==> config.mk <==
export PLATFORM = sky130hd
export DESIGN_NAME = adc_scan_serial_tx
export DESIGN_NICKNAME = d
export VERILOG_FILES = /design/src/rtl/adc_scan_pkg.sv /design/src/rtl/adc_scan_serial_tx_frame.sv /design/src/rtl/adc_scan_serial_tx.sv
export SDC_FILE = /design/constraint.sdc
export NUM_CORES = 1
export LEC_CHECK = 0
export ABC_CLOCK_PERIOD_IN_PS = 5900
export BUFFER_PORTS_ARGS = -buffer_cell sky130_fd_sc_hd__buf_2
export CAP_MARGIN = 10
export CORE_MARGIN = 2
export CORE_UTILIZATION = 50
export DETAILED_ROUTE_END_ITERATION = 8
export MAX_ROUTING_LAYER = met4
export PLACE_DENSITY = 0.77
export SLEW_MARGIN = 20
export SYNTH_ARGS = -nofsm -noshare
export SYNTH_HDL_FRONTEND = slang
export SYNTH_HIERARCHICAL = 1
export SYNTH_SLANG_ARGS = --single-unit
==> constraint.sdc <==
create_clock -name clock -period 5.9 [get_ports clock]
set_input_delay 0.59 -clock clock [delete_from_list [all_inputs] [get_ports clock]]
set_output_delay 0.59 -clock clock [all_outputs]
set_load 0.02 [all_outputs]
==> src/rtl/adc_scan_pkg.sv <==
// Shared types and helpers for the ADC scan / serial transmit block.
package adc_scan_pkg;

  typedef enum logic [2:0] {
    S_MUX,
    S_ACK,
    S_CONV,
    S_LOAD,
    S_TX,
    S_NEXT
  } scan_state_t;

  localparam logic [1:0] ERR_NONE     = 2'd0;
  localparam logic [1:0] ERR_EOC_RISE = 2'd1;
  localparam logic [1:0] ERR_EOC_FALL = 2'd2;
  localparam logic [1:0] ERR_DSR_LOW  = 2'd3;

  function automatic int frame_bits(input int data_w, input int parity_en,
                                    input int stop_bits);
    return 1 + data_w + parity_en + stop_bits;
  endfunction

  function automatic int frame_len(input int div, input int data_w,
                                   input int parity_en, input int stop_bits);
    return div * frame_bits(data_w, parity_en, stop_bits);
  endfunction

endpackage

==> src/rtl/adc_scan_serial_tx_frame.sv <==
// UART-style frame serialiser: start bit, data MSB first, optional parity, stop bits.
module serial_frame_tx
  import adc_scan_pkg::*;
#(
  parameter int DATA_W     = 8,
  parameter int DIV        = 105,
  parameter int PARITY_EN  = 0,
  parameter int PARITY_ODD = 0,
  parameter int STOP_BITS  = 1
) (
  input  logic              clock,
  input  logic              reset,
  input  logic              start,
  input  logic [DATA_W-1:0] data,
  output logic              data_out,
  output logic              busy,
  output logic              done
);

  localparam int NB   = frame_bits(DATA_W, PARITY_EN, STOP_BITS);
  localparam int BD_W = $clog2(DIV);
  localparam int BC_W = $clog2(NB);

  logic [BD_W-1:0] baud_cnt;
  logic [BC_W-1:0] bit_cnt;
  logic [NB-2:0]   shreg;

  // Everything after the start bit, LSB of the vector goes out first.
  function automatic logic [NB-2:0] build_frame(input logic [DATA_W-1:0] d);
    logic [NB-2:0] f;
    f = '1;
    for (int i = 0; i < DATA_W; i++) f[i] = d[DATA_W-1-i];
    if (PARITY_EN != 0) f[DATA_W] = (^d) ^ (PARITY_ODD != 0);
    return f;
  endfunction

  always_ff @(posedge clock) begin
    if (reset) begin
      data_out <= 1'b1;
      busy     <= 1'b0;
      done     <= 1'b0;
      baud_cnt <= '0;
      bit_cnt  <= '0;
    end else begin
      done <= 1'b0;
      if (!busy) begin
        if (start) begin
          shreg    <= build_frame(data);
          data_out <= 1'b0;
          busy     <= 1'b1;
          baud_cnt <= '0;
          bit_cnt  <= '0;
        end
      end else if (baud_cnt == BD_W'(DIV - 1)) begin
        baud_cnt <= '0;
        if (bit_cnt == BC_W'(NB - 1)) begin
          data_out <= 1'b1;
          busy     <= 1'b0;
          done     <= 1'b1;
        end else begin
          bit_cnt  <= bit_cnt + 1'b1;
          data_out <= shreg[0];
          shreg    <= {1'b1, shreg[NB-2:1]};
        end
      end else begin
        baud_cnt <= baud_cnt + 1'b1;
      end
    end
  end

endmodule

==> src/rtl/adc_scan_serial_tx.sv <==
// Round-robin ADC channel scanner with SOC/EOC handshake, timeout errors and serial output.
module adc_scan_serial_tx
  import adc_scan_pkg::*;
#(
  parameter int N_CH       = 8,
  parameter int DATA_W     = 8,
  parameter int DIV        = 105,
  parameter int PARITY_EN  = 0,
  parameter int PARITY_ODD = 0,
  parameter int STOP_BITS  = 1,
  parameter int CONV_TO    = 255,
  localparam int CH_W      = (N_CH > 2) ? $clog2(N_CH) : 1
) (
  input  logic              clock,
  input  logic              reset,
  input  logic              eoc,
  input  logic [DATA_W-1:0] data_in,
  input  logic              dsr,
  output logic              soc,
  output logic              mux_en,
  output logic              load_dato,
  output logic [CH_W-1:0]   canale,
  output logic              data_out,
  output logic              busy,
  output logic              tx_done,
  output logic              error,
  output logic [1:0]        err_code
);

  localparam int TO_W = $clog2(CONV_TO + 1);

  scan_state_t     state;
  logic [TO_W-1:0] tmo_cnt;
  logic            tx_start;
  logic            tmo_hit;

  // The frame is launched from LOAD so the start bit lands the cycle after it.
  assign tx_start = (state == S_LOAD) && dsr;
  assign tmo_hit  = (tmo_cnt == TO_W'(CONV_TO - 1));

  serial_frame_tx #(
    .DATA_W    (DATA_W),
    .DIV       (DIV),
    .PARITY_EN (PARITY_EN),
    .PARITY_ODD(PARITY_ODD),
    .STOP_BITS (STOP_BITS)
  ) u_frame (
    .clock   (clock),
    .reset   (reset),
    .start   (tx_start),
    .data    (data_in),
    .data_out(data_out),
    .busy    (busy),
    .done    (tx_done)
  );

  always_ff @(posedge clock) begin
    if (reset) begin
      state     <= S_MUX;
      soc       <= 1'b0;
      mux_en    <= 1'b0;
      load_dato <= 1'b0;
      error     <= 1'b0;
      err_code  <= ERR_NONE;
      canale    <= '0;
      tmo_cnt   <= '0;
    end else begin
      load_dato <= 1'b0;
      case (state)
        S_MUX: begin
          mux_en  <= 1'b1;
          tmo_cnt <= '0;
          state   <= S_ACK;
        end
        S_ACK: begin
          if (eoc) begin
            soc     <= 1'b0;
            tmo_cnt <= '0;
            state   <= S_CONV;
          end else if (tmo_hit) begin
            soc      <= 1'b0;
            mux_en   <= 1'b0;
            error    <= 1'b1;
            err_code <= ERR_EOC_RISE;
            state    <= S_NEXT;
          end else begin
            soc     <= 1'b1;
            mux_en  <= 1'b1;
            tmo_cnt <= tmo_cnt + 1'b1;
          end
        end
        S_CONV: begin
          if (!eoc) begin
            load_dato <= 1'b1;
            mux_en    <= 1'b0;
            state     <= S_LOAD;
          end else if (tmo_hit) begin
            mux_en   <= 1'b0;
            error    <= 1'b1;
            err_code <= ERR_EOC_FALL;
            state    <= S_NEXT;
          end else begin
            tmo_cnt <= tmo_cnt + 1'b1;
          end
        end
        S_LOAD: begin
          if (dsr) begin
            state <= S_TX;
          end else begin
            error    <= 1'b1;
            err_code <= ERR_DSR_LOW;
            state    <= S_NEXT;
          end
        end
        S_TX: begin
          if (tx_done) begin
            error    <= 1'b0;
            err_code <= ERR_NONE;
            state    <= S_NEXT;
          end
        end
        S_NEXT: begin
          canale <= (canale == CH_W'(N_CH - 1)) ? '0 : canale + 1'b1;
          state  <= S_MUX;
        end
        default: state <= S_MUX;
      endcase
    end
  end

endmodule

==> Word-level counts from Yosys, hierarchy flattened <==
Index checks and enable logic that the tools add are counted.
{ "classes": {"bitwise_logic": 4, "mux": 51, "n_eq_ne": 18, "n_reduce_logical": 14, "add_sub_neg": 4} }
{ "ops": {"columns": ["operator", "count"], "rows": [
  ["$mux 9", 4],
  ["$mux 8", 3],
  ["$pmux 8 s3", 1],
  ["$mux 1", 21],
  ["$mux 7", 3],
  ["$mux 4", 4],
  ["$mux 3", 5],
  ["$pmux 3 s5", 1],
  ["$ne 2x2->1 const B", 7],
  ["$mux 2", 6],
  ["$eq 3x3->1 const B", 3],
  ["$add 8x1->8 const B", 1],
  ["$eq 8x8->1 const B", 1],
  ["$pmux 2 s4", 1],
  ["$add 7x1->7 const B", 1],
  ["$eq 7x7->1 const B", 1],
  ["$reduce_and 7->1", 1],
  ["$eq 3x2->1 const B", 2],
  ["$reduce_and 3->1", 2],
  ["$reduce_and 5->1", 1],
  ["$add 4x1->4 const B", 1],
  ["$eq 4x4->1 const B", 1],
  ["$not 1->1", 4],
  ["$pmux 1 s4", 1],
  ["other kinds (14)", 15]
]} }
{ "totals": {"output_inout_bits": 12, "reg_bits": 43, "word_cells": 105} }

==> Depth between registers and ports, before layout <==
Gate-level depths: netlist of run 1.
{ "depth": {"ltp_word": 4, "depth_mapped": 8} }

==> By module <==
Netlist of run 1, hierarchy kept.
{ "by_module_without_submodules": {"columns": ["module", "instances", "seq_area_each_um2", "cells_per_inst", "area_per_inst_um2"], "rows": [
  ["adc_scan_serial_tx", 1, 400.4, 142, 1177.4],
  ["serial_frame_tx", 1, 520.5, 106, 1114.8]
]} }

==> Least setup slack after synthesis of run 1 <==
Ideal clock, no wire load.
{ "synth_path": {"path_type": "flip-flop to flip-flop", "start": "reg state[0]", "end": "reg u_frame.shreg[0], enable pin", "slack_ns": 3.732, "t_arrival_ns": 1.793, "n_path_buf": 2, "required_ns": 5.525, "stages_incl_launch_ff": 7, "cell_sequence": "dfxtp_1 > buf_2 > clkbuf_1 > inv_1 > nor3_1 > nand2b_1 > a21oi_1"} }
{ "synth_via": {"elab_chain_len": 4} }
{ "synth_lines": {"columns": ["element", "line_no", "source"], "rows": [
  ["start, declared", "adc_scan_serial_tx.sv:32", "scan_state_t state;"],
  ["start signal, assigned", "adc_scan_serial_tx.sv:59", "state <= S_MUX;"],
  ["start signal, assigned", "adc_scan_serial_tx.sv:73", "state <= S_ACK;"],
  ["start signal, assigned", "adc_scan_serial_tx.sv:79", "state <= S_CONV;"],
  ["$eq 3x2->1", "adc_scan_serial_tx.sv:38", "assign tx_start = (state == S_LOAD) && dsr;"],
  ["$logic_and 1x1->1", "adc_scan_serial_tx.sv:38", null],
  ["net tx_start", "adc_scan_serial_tx.sv:34", "logic tx_start;"],
  ["$reduce_bool 2->1 (no line)", null, null],
  ["$reduce_and 4->1 (no line)", null, null],
  ["end signal, assigned", "adc_scan_serial_tx_frame.sv:48", "shreg <= build_frame(data);"],
  ["end signal, assigned", "adc_scan_serial_tx_frame.sv:63", "shreg <= {1'b1, shreg[NB-2:1]};"],
  ["end, declared", "adc_scan_serial_tx_frame.sv:26", "logic [NB-2:0] shreg;"]
]} }
The timed path passes the listed nets, and every way through them passes these cells.
A chain may end at the register's enable or synchronous reset.

==> Worst setup path after layout of run 1 <==
{ "layout_path": {"start": "reg state[1]", "end": "reg u_frame.shreg[3], enable pin"} }
The elaborated chain is that of the path after synthesis.

==> key figures, run 1 <==
Status
  – Status: complete, no violations

Global route
  – Vias in the first global route: 1703
  – Initial antenna violation count: 0
  – First-pass GRT wire length: 7817 um
  – GRT Util Overall: 0.1961
  – Total global routing overflow: 0
  – Largest net degree at the start of global routing: 35

CTS
  – H-tree depth: 2
  – Post_cts resized: 0
  – Setup bufs post-CTS: 0
  – Sink Count: 42
  – Cts hold-fix bufs: 0
  – CTS tree: done
  – CTS root buffer: clkbuf_8
  – Worst skew pair latency: 0.30 ns
  – Clock transition at path regs: 0.08 ns
  – CTS Buffer Depth: 2
  – CTS Buf Count: 5

Final layout
  – Nets: about 280
  – Layout cell share with drive strength beyond 1: 0.2075
  – # diodes: 0
  – Layout area overhead: 9.498%
  – Non-filler cells, final: 317

Floorplan
  – Top Ports: 24
  – Die area: 5142 sq um
  – # rows: 24
  – Initial core utilization: 0.5228
  – Core ar.: ~4400 sq um
  – Die X: around 70 um
  – Die Ht: between 70 and 80 um

Routing
  – Final ANT Viol Nets: 0
  – WL final: 4514 um
  – DRC Markers: 0
  – Vias: approximately 1.9k
  – Iteration-0 DRC Markers: 214
  – Vias per std cell: 5.934
  – Drt pass-1 iters: 4
  – Wire per inst: 14.24 um

Placement
  – HPWL after detailed placement: 3053 um
  – GP Congestion: 0.8687
  – Port Buf Inserts: 23
  – Placement Setup Slack: 3.285 ns
  – Placed Cells: approximately 300

Timing
  – Post-Route Setup TNS: 0 ns
  – Worst slew pin tran: slightly below 0.9 ns
  – Max Transition Viols Final: 0
  – Worst Skew: 0.005379 ns
  – Final worst slack: approximately 3.3 ns
  – Final-report setup violation count: 0
  – Fmax achieved: 0.3787 GHz
  – Post-layout min period: 2.640 ns
  – Final period util: 0.4475
  – RSZ-0062 raised after global routing: false
  – Final-report hold violation count: 0
  – Relative slew slack: 0.4043

Yosys
  – Syn_nets: about 270
  – EDFF count, synth: 8
  – Yosys cell types: 65
  – Post-synthesis instance total: 248
  – FFs w/ async S/R, synth: 0
  – Yosys warns: 6
  – Synth Flop Type: dfxtp_1
  – Seq cells post-synth: 42
  – Sequential share of the synthesized area: 0.4017
  – Syn avg cell area: 9.243 sq um
  – Netlist Area Pre-Place: 2292 sq um

Critical path
  – Startpoint Class: flop
  – WP data required: 5.83 ns
  – Setup crit end kind: flop
  – CP Max Fanout: 20
  – FF-to-FF setup slack: 3.26 ns
  – Kind of critical path: flop to flop
  – CP arrival: 2.57 ns

Pwr
  – PD cells: about 240 nW/um^2
  – NetSw: approximately 160 uW
  – Power share of the sequential group: 0.511
  – Maximum vdd drop: around 0.00018 V
  – Switching share of power: 0.2562
  – Static leakage: 0.0009339 uW
  – Final Power: 614.9 uW
  – Fraction of power consumed by the clock network: 0.372
  – Comb power frac: 0.117
  – Internal cell power: 457.3 uW

Job
  – Max-cap violations: 0

Min path
  – Worst hold path class: flop to flop
[kinds of logic after synthesis]
logic type      count (synthesis)  synth area share
simple gates                   95            0.2500
mux                            11           0.05295
buf+inv                        25           0.04967
fa+ha+maj                       8           0.04367
compound gates                 66            0.1982
flops                          42            0.4017
xor+xnor                        1          0.003822
[worst max-delay path, cell delays in order, from the launching register on]
cell      delay [ns]
dfxtp_1         0.70
nand2b_1        0.22
nor3_1          0.43
nand2b_1        0.26
a21oi_1         0.66
[routing by layer]
metal | part of all wire | global-route usage | up-vias
met5 | 0 | - | -
met4 | 0.014 | 0.07966 | 0
met3 | 0.039 | 0.03516 | 5
met2 | 0.48 | 0.3045 | 34
met1 | 0.47 | 0.2531 | 881
li1 | - | - | 961
[cell type report]
class | instances | area, sq um
Inverter | 11 | 41.29
Tap cell | 52 | 65.06
Clock inverter | 2 | 37.54
Clock buffer | 6 | 72.57
Multi-Input combinational cell | 181 | 1257
Fill cell | 403 | 1874
Sequential cell | 42 | 920.9
Timing Repair Buffer | 23 | 115.1
[cells in the final DEF, fill, tap and decap left out, types with 2 or more instances in the layout]
cell      count
nand4_1       3
nand2_1      16
a31oi_1       3
nand2b_1      5
nand3_1      14
ha_1          8
and4b_1       2
or2_2         2
buf_2        23
inv_1        11
edfxtp_1      8
o21ai_0       9
a211oi_1      4
o21ai_1       2
o41ai_1       2
a32o_1        3
nor2b_1       4
or3b_2        2
mux2i_1       2
nor2_1       14
a21oi_1      18
o22ai_1       2
o31ai_1       3
nand3b_1      2
nor3_1       10
and3_1        4
dfxtp_1      34
clkbuf_8      5
mux2_2        9
a21o_1        4
o211ai_1      2
[through the flow]
stage / area [sq um] / util / hold WS [ns]
2_1_floorplan: 2292 / - / 0.4704
3_3_place_gp: 2400 / 0.5474 / 0.4617
3_5_place_dp: 2400 / 0.5474 / 0.4684
4_1_cts: 2510 / 0.5725 / 0.4807
5_1_grt: 2510 / 0.5725 / 0.5229
6_report: 2510 / 0.5725 / 0.4743
[synthesized netlist by cell type (5+ instances only)]
cell type	n	area (sq um)
nor2_1	14	52.55
inv_1	11	41.29
nor3_1	10	50.05
nand2b_1	5	31.28
edfxtp_1	8	240.2
a21oi_1	18	90.09
dfxtp_1	34	680.7
mux2_2	9	101.4
o21ai_0	9	45.04
ha_1	8	100.1
nand3_1	14	70.07
nand2_1	16	60.06
clkbuf_1	6	22.52
[final timing paths]
path,depth (start not counted),startpoint,endpoint
setup reg to reg,4,state[1],u_frame/shreg[3]
hold reg to reg,2,canale[2],canale[2]
setup / recovery,4,state[1],u_frame/shreg[3]
hold / removal,2,canale[2],canale[2]
[registers in the layout, indices dropped and copies added (netlist names)]
signal and count:
err_code 2, state 3, u_frame/shreg 8, tmo_cnt 8, u_frame/busy 1, u_frame/data_out 1
load_dato 1, u_frame/bit_cnt 4, u_frame/done 1, mux_en 1, canale 3, error 1
u_frame/baud_cnt 7, soc 1
[power by group through the flow]
stage / Sequential [uW] / Clock [uW] / Combinational [uW]
after CTS: 314 / 235 / 72.3
after floorplan: 314 / 0 / 61.1
after detailed placement: 321 / 0 / 71.6
after global placement: 320 / 0 / 71.2
after global routing: 316 / 248 / 80.7
final: 314 / 229 / 72.0
Note: power is estimated with default switching activity, not from simulation.
==> inputs of run 2 (changes only) <==
--- a/config.mk
+++ b/config.mk
@@ -5,14 +5,14 @@
 export SDC_FILE = /design/constraint.sdc
 export NUM_CORES = 1
 export LEC_CHECK = 0
-export ABC_CLOCK_PERIOD_IN_PS = 5900
+export ABC_CLOCK_PERIOD_IN_PS = 2400
 export BUFFER_PORTS_ARGS = -buffer_cell sky130_fd_sc_hd__buf_2
 export CAP_MARGIN = 10
 export CORE_MARGIN = 2
 export CORE_UTILIZATION = 50
 export DETAILED_ROUTE_END_ITERATION = 8
 export MAX_ROUTING_LAYER = met4
-export PLACE_DENSITY = 0.77
+export PLACE_DENSITY = 0.8
 export SLEW_MARGIN = 20
 export SYNTH_ARGS = -nofsm -noshare
 export SYNTH_HDL_FRONTEND = slang
==> constraint.sdc (replaced) <==
create_clock -name clock -period 2.4 [get_ports clock]
set_input_delay 0.24 -clock clock [delete_from_list [all_inputs] [get_ports clock]]
set_output_delay 0.24 -clock clock [all_outputs]
set_load 0.02 [all_outputs]
==> run 2 against run 1 <==
Effect of this change:
- sequential cell count unchanged
- global-route usage increased by 0.46 points
- final cell count increased by 1.3%
- first-iteration DRC count decreased by 17%
- fmax increased by 39%
- clock skew increased by 0.00056 ns
- die area unchanged
- highest routed layer unchanged
- final area increased by 0.20%
==> key figures, run 2 (synthesis results as in run 1) <==
Status
  – Status: complete, no violations (unchanged)

Final layout
  – Layout cell share with drive strength beyond 1: 0.2193 (was 0.2075)
  – Nets: 288 (was 284)
  – Non-filler cells, final: 321 (was 317)
  – Commonest non-fill, non-tap cell in the layout: dfxtp_1 (unchanged)
  – Most frequent cells in the layout: dfxtp_1 (34), buf_2 (23), a21oi_1 (18), nand2_1 (16) (unchanged)
  – Registers with the most flip-flops: tmo_cnt (8), u_frame/shreg (8), u_frame/baud_cnt (7) (unchanged)
  – # diodes: 0 (unchanged)
  – Post-route design area: 2515 sq um (was 2510 sq um)
  – Layout area overhead: 9.716% (was 9.498%)

Routing
  – Wire per inst: 14.60 um (was 14.24 um)
  – Vias per std cell: 5.966 (was 5.934)
  – Drt pass-1 iters: 4 (unchanged)
  – Final ANT Viol Nets: 0 (unchanged)
  – WL final: 4688 um (was 4514 um)
  – Vias: 1915 (was 1881)
  – Iteration-0 DRC Markers: 178 (was 214)
  – DRC Markers: 0 (unchanged)

CTS
  – CTS root buffer: clkbuf_8 (unchanged)
  – CTS Buf Count: 5 (unchanged)
  – Post_cts resized: 0 (unchanged)
  – Cts hold-fix bufs: 0 (unchanged)
  – Clock transition at path regs: 0.08 ns (about the same)
  – CTS tree: done (unchanged)
  – Worst skew pair latency: 0.29 ns (was 0.30 ns)
  – Setup bufs post-CTS: 0 (unchanged)
  – CTS Buffer Depth: 2 (unchanged)
  – H-tree depth: 2 (unchanged)
  – Sink Count: 42 (unchanged)

Placement
  – DP Area: 2430 sq um (was 2400 sq um)
  – HPWL after detailed placement: 3305 um (was 3053 um)
  – Port Buf Inserts: 23 (unchanged)
  – GP Congestion: 0.8203 (was 0.8687)
  – Placed Cells: 313 (was 309)

Global route
  – Largest net degree at the start of global routing: 35 (unchanged)
  – Vias in the first global route: 1824 (was 1703)
  – First-pass GRT wire length: 8079 um (was 7817 um)
  – GRT Util Overall: 0.2007 (was 0.1961)
  – Initial antenna violation count: 0 (unchanged)
  – Total global routing overflow: 0 (unchanged)

Floorplan
  – Initial core utilization: 0.5228 (unchanged)
  – Die Ht: 71.71 um (unchanged)
  – # rows: 24 (unchanged)
  – Die X: 71.71 um (unchanged)
  – Top Ports: 24 (unchanged)
  – Core ar.: 4384 sq um (unchanged)
  – Die area: 5142 sq um (unchanged)

Pwr
  – NetSw: 376.8 uW (was 157.5 uW)
  – Static leakage: 0.0009452 uW (was 0.0009339 uW)
  – Maximum vdd drop: 0.0002999 V (was 0.0001790 V)
  – Comb power frac: 0.149 (was 0.117)
  – PD cells: 555.2 nW/um^2 (was 245.0 nW/um^2)
  – Switching share of power: 0.2699 (was 0.2562)
  – Fraction of power consumed by the clock network: 0.313 (was 0.372)
  – Power share of the sequential group: 0.539 (was 0.511)
  – Internal cell power: 1020 uW (was 457.3 uW)

Timing
  – Final period util: 0.7937 (was 0.4475)
  – Worst Skew: 0.005944 ns (was 0.005379 ns)
  – Worst slew pin tran: 0.9069 ns (was 0.8924 ns)
  – RSZ-0062 raised after global routing: false (unchanged)
  – Max Transition Viols Final: 0 (unchanged)
  – Post-Route Setup TNS: 0 ns (unchanged)
  – Relative slew slack: 0.3946 (was 0.4043)
  – Final-report setup violation count: 0 (unchanged)
  – Fmax achieved: 0.5250 GHz (was 0.3787 GHz)
  – Final-report hold violation count: 0 (unchanged)
  – Post-layout min period: 1.905 ns (was 2.640 ns)

Critical path
  – FF-to-FF End: u_frame/baud_cnt[5] (was u_frame/shreg[3])
  – WP data required: 2.61 ns (was 5.83 ns)
  – CP arrival: 2.12 ns (was 2.57 ns)
  – Startpoint Class: flop (unchanged)
  – FF-to-FF setup slack: 0.50 ns (was 3.26 ns)
  – Crit path from: u_frame/busy (was state[1])
  – End point of the critical path: u_frame/baud_cnt[5] (was u_frame/shreg[3])
  – Kind of critical path: flop to flop (unchanged)
  – Setup crit end kind: flop (unchanged)
  – RR Startpoint: u_frame/busy (was state[1])
  – Worst reg-to-reg path cell count: 3 (was 4)
  – CP Max Fanout: 27 (was 20)

Min path
  – Worst hold path class: input port to flop (was flop to flop)
  – HP Start: data_in[0] (was canale[2])

Job
  – Max-cap violations: 0 (unchanged)
==> run 2: layout make-up <==
class,instances,area (sq um)
Multi-Input combinational cell,181,1257
Clock buffer,5,68.82
Tap cell,52,65.06
Timing Repair Buffer,27,145.1
Sequential cell,42,920.9
Fill cell,393,1869
Clock inverter,3,16.27
Inverter,11,41.29
==> run 2: metal layers <==
layer	GRT usage	vias up	routed length [um]
li1	-	970	-
met1	0.2498	899	2143
met2	0.3333	42	2332
met3	0.04360	4	185
met4	0.04822	0	27
met5	-	-	0
==> run 2: metrics by stage <==
step / total power, uW / hold WS [ns] / setup WS [ns] / utilization
after floorplan: 923.0 / 0.3180 / 0.2319 / -
after global placement: 968.8 / 0.4632 / 0.6191 / 0.5542
after detailed placement: 975.4 / 0.4696 / 0.5202 / 0.5542
after CTS: 1416 / 0.1922 / 0.5135 / 0.5736
after global routing: 1475 / 0.1964 / 0.3003 / 0.5736
final: 1396 / 0.2038 / 0.4952 / 0.5736
==> run 2: how the worst min path moves through the flow <==
stage / end / cells after the start
2_1_floorplan: u_frame/baud_cnt[3] / 1
3_3_place_gp: canale[2] / 2
3_5_place_dp: canale[1] / 2
4_1_cts: u_frame/shreg[7] / 2
5_1_grt: u_frame/shreg[7] / 2
6_report: u_frame/shreg[7] / 2
==> run 2: power by group through the flow <==
stage / sequential [uW] / combinational [uW] / clock (uW)
after floorplan: 773 / 150 / 0
after global placement: 768 / 201 / 0
after detailed placement: 769 / 207 / 0
after CTS: 752 / 208 / 456
after global routing: 755 / 231 / 489
final: 752 / 208 / 437
==> run 2: worst max-delay path: stages, from the launching register on <==
cell      delay, ns
dfxtp_1        0.92
a21boi_0       0.58
o211ai_1       0.16
a21oi_1        0.16
==> inputs of run 3 (changes only) <==
--- a/config.mk
+++ b/config.mk
@@ -5,7 +5,8 @@
 export SDC_FILE = /design/constraint.sdc
 export NUM_CORES = 1
 export LEC_CHECK = 0
-export ABC_CLOCK_PERIOD_IN_PS = 2400
+export ABC_AREA = 1
+export ABC_CLOCK_PERIOD_IN_PS = 1690
 export BUFFER_PORTS_ARGS = -buffer_cell sky130_fd_sc_hd__buf_2
 export CAP_MARGIN = 10
 export CORE_MARGIN = 2
==> constraint.sdc (replaced) <==
create_clock -name clock -period 1.69 [get_ports clock]
set_input_delay 0.169 -clock clock [delete_from_list [all_inputs] [get_ports clock]]
set_output_delay 0.169 -clock clock [all_outputs]
set_load 0.02 [all_outputs]
==> run 3 against run 2 <==
Effect of this change:
- final area grew 7.4%
- sequential share of layout area is 2.5 points lower
- worst hold slack worse by 0.064 ns
- critical path type unchanged
- critical endpoint is now u_frame/shreg[7]
- largest cell class unchanged
==> key figures, run 3 <==
Timing
  – Worst Skew: 0.005514 ns (was 0.005944 ns)
  – Final-report setup violation count: 0 (unchanged)
  – Relative slew slack: 0.8306 (was 0.3946)
  – WHS: 0.1400 ns (was 0.2038 ns)
  – Worst slew pin tran: 0.2538 ns (was 0.9069 ns)
  – Post-layout min period: 1.598 ns (was 1.905 ns)
  – Final period util: 0.9457 (was 0.7937)
  – Max Transition Viols Final: 0 (unchanged)
  – Fmax achieved: 0.6257 GHz (was 0.5250 GHz)
  – Final-report hold violation count: 0 (unchanged)

Critical path
  – End point of the critical path: u_frame/shreg[7] (was u_frame/baud_cnt[5])
  – Crit path from: u_frame/baud_cnt[0] (was u_frame/busy)
  – Setup crit end kind: flop (unchanged)
  – WP data required: 1.70 ns (was 2.61 ns)
  – Startpoint Class: flop (unchanged)
  – RR Startpoint: u_frame/baud_cnt[0] (was u_frame/busy)
  – FF-to-FF End: u_frame/shreg[7] (was u_frame/baud_cnt[5])
  – CP arrival: 1.61 ns (was 2.12 ns)
  – FF-to-FF setup slack: 0.09 ns (was 0.50 ns)
  – Worst reg-to-reg path cell count: 9 (was 3)
  – Kind of critical path: flop to flop (unchanged)
  – CP Max Fanout: 8 (was 27)

Yosys
  – Synth Area in XOR/XNOR: 0.01117 (was 0.003821)
  – Yosys warns: 6 (unchanged)
  – FFs w/ async S/R, synth: 0 (unchanged)
  – Mux cell area share after synthesis: 0 (was 0.05295)
  – Post-synthesis instance total: 331 (was 248)
  – Synth Flop Type: dfxtp_1 (unchanged)
  – Netlist Area Pre-Place: 2352 sq um (was 2292 sq um)
  – Post-Synth Adder-Cell Area: 0.04255 (was 0.04367)
  – Synth area leader: dfxtp_1 (unchanged)
  – Yosys cell types: 34 (was 65)
  – Most common cell in the netlist: nand2_1 (was dfxtp_1)
  – Synth cell count leaders: nand2_1 (100), dfxtp_1 (34), inv_1 (32), nor2_1 (28), nand3_1 (25) (was dfxtp_1 (34), a21oi_1 (18), nand2_1 (16), nand3_1 (14), nor2_1 (14))
  – Synth top area cells: dfxtp_1 (29%), nand2_1 (16%), edfxtp_1 (10%) (was dfxtp_1 (30%), edfxtp_1 (10%), mux2_2 (4.4%))
  – Simple-gate share of the synthesized area: 0.3793 (was 0.2500)
  – Syn_nets: 351 (was 268)
  – Seq cells post-synth: 42 (unchanged)
  – Largest family of logic cells by synthesized area: simple AND/OR/NAND/NOR gates (unchanged)
  – Sequential share of the synthesized area: 0.3915 (was 0.4017)
  – Complex-gate fraction of the synthesized area: 0.09574 (was 0.1981)
  – Synth top area share: 0.2894 (was 0.2969)
  – EDFF count, synth: 8 (unchanged)
  – Syn avg cell area: 7.107 sq um (was 9.243 sq um)

Placement
  – Port Buf Inserts: 23 (unchanged)
  – DP Area: 2561 sq um (was 2430 sq um)
  – Placed Cells: 409 (was 313)
  – GP Congestion: 0.8699 (was 0.8203)
  – HPWL after detailed placement: 3332 um (was 3305 um)

Routing
  – WL final: 4636 um (was 4688 um)
  – Final ANT Viol Nets: 0 (unchanged)
  – Vias per std cell: 5.143 (was 5.966)
  – Iteration-0 DRC Markers: 116 (was 178)
  – Vias: 2160 (was 1915)
  – Wire per inst: 11.04 um (was 14.60 um)
  – DRC Markers: 0 (unchanged)
  – Drt pass-1 iters: 4 (unchanged)

CTS
  – H-tree depth: 2 (unchanged)
  – CTS Buffer Depth: 2 (unchanged)
  – Sink Count: 42 (unchanged)
  – CTS root buffer: clkbuf_8 (unchanged)
  – CTS Buf Count: 5 (unchanged)
  – CTS tree: done (unchanged)
  – Worst skew pair latency: 0.29 ns (about the same)
  – Clock transition at path regs: 0.08 ns (about the same)

Pwr
  – PD cells: 868.9 nW/um^2 (was 555.2 nW/um^2)
  – NetSw: 678.2 uW (was 376.8 uW)
  – Static leakage: 0.001219 uW (was 0.0009452 uW)
  – Power share of the sequential group: 0.468 (was 0.539)
  – Internal cell power: 1669 uW (was 1020 uW)
  – Fraction of power consumed by the clock network: 0.333 (was 0.313)
  – Switching share of power: 0.2889 (was 0.2699)
  – Maximum vdd drop: 0.0004345 V (was 0.0002999 V)
  – Comb power frac: 0.199 (was 0.149)

Final layout
  – Layout cell share with drive strength beyond 1: 0.2011 (was 0.2193)
  – Layout area overhead: 14.84% (was 9.716%)
  – Commonest non-fill, non-tap cell in the layout: nand2_1 (was dfxtp_1)
  – Registers with the most flip-flops: tmo_cnt (8), u_frame/shreg (8), u_frame/baud_cnt (7) (unchanged)
  – Most frequent cells in the layout: nand2_1 (100), dfxtp_1 (34), inv_1 (32), nor2_1 (27), nand3_1 (25) (was dfxtp_1 (34), buf_2 (23), a21oi_1 (18), nand2_1 (16))
  – Post-route design area: 2701 sq um (was 2515 sq um)
  – # diodes: 0 (unchanged)
  – Non-filler cells, final: 420 (was 321)
  – Nets: 387 (was 288)

Floorplan
  – Top Ports: 24 (unchanged)
  – Core ar.: 4444 sq um (was 4384 sq um)
  – Die Ht: 72.59 um (was 71.71 um)
  – Initial core utilization: 0.5293 (was 0.5228)
  – # rows: 24 (unchanged)
  – Die X: 72.59 um (was 71.71 um)
  – Die area: 5269 sq um (was 5142 sq um)

Global route
  – GRT Util Overall: 0.1954 (was 0.2007)
  – Total global routing overflow: 0 (unchanged)
  – Initial antenna violation count: 0 (unchanged)
  – Vias in the first global route: 1906 (was 1824)
  – Largest net degree at the start of global routing: 22 (was 35)
  – First-pass GRT wire length: 8004 um (was 8079 um)

Status
  – Status: complete, no violations (unchanged)

Job
  – Max-cap violations: 0 (unchanged)

Min path
  – Worst hold path class: input port to flop (unchanged)
## run 3: cell count changes in the layout (fill, tap and decap cells not counted), sizes merged, moves of 5 or more
cell    change
nand2      +90
inv        +26
nor2       +25
nand3      +15
buf         +9
mux2        -9
nor3        -7
nand2b      -6
a21oi       +5
nor2b       -5
## run 3: cell type report
cell class / instances / area (sq um)
Clock buffer: 5 / 68.82
Clock inverter: 3 / 40.04
Sequential cell: 42 / 920.9
Fill cell: 401 / 1743
Multi-Input combinational cell: 245 / 1251
Tap cell: 52 / 65.06
Timing Repair Buffer: 36 / 216.5
Inverter: 37 / 138.9
## run 3: what timing repair did
item | in CTS | in global routing
hold buffers | 0 | 0
buffers inserted | 0 | 3
resized for setup | 0 | 2
endpoints found under the setup margin | 0 | 10
## run 3: cell families after synthesis
family / Yosys count
flops: 42
compound gates: 42
buf+inv: 44
xor+xnor: 3
fa+ha+maj: 8
simple gates: 192
## run 3: per-layer routing
metal,share of wire,GRT usage,vias to the layer above
met3,0.037,0.04282,7
li1,-,-,1142
met2,0.46,0.2909,42
met1,0.48,0.2581,969
met5,0,-,-
met4,0.017,0.08025,0
## run 3: per-stage QoR
step	util	TNS (ns)	power (uW)	setup WS, ns
floorplan	-	0	1469	0.1063
global placement	0.5763	0	1580	0.1157
detailed placement	0.5763	0	1587	0.06191
CTS	0.6008	0	2378	0.05307
global route	0.6078	-0.2201	2496	-0.02796
finish	0.6078	0	2347	0.09173
## run 3: how the worst min path moves through the flow
stage,start,to,cells past startpoint
2_1_floorplan,reset,soc,1
3_3_place_gp,data_in[0],u_frame/shreg[7],2
3_5_place_dp,data_in[0],u_frame/shreg[7],2
4_1_cts,data_in[0],u_frame/shreg[7],2
5_1_grt,data_in[0],u_frame/shreg[7],2
6_report,data_in[0],u_frame/shreg[7],2
## run 3: worst max-delay path: stages (launching register included)
cell and delay [ns]:
dfxtp_1 0.34, inv_1 0.10, ha_1 0.17, nand2_1 0.07
nor2_2 0.12, nand3_2 0.13, nand2_4 0.11, inv_1 0.06
nor2_2 0.09, buf_6 0.14
## run 3: power groups by stage
stage          clock (uW)  combinational [uW]  sequential (uW)
4_1_cts               812                 468             1100
2_1_floorplan           0                 305             1160
5_1_grt               861                 529             1110
6_report              783                 467             1100
3_5_place_dp            0                 465             1120
3_3_place_gp            0                 459             1120
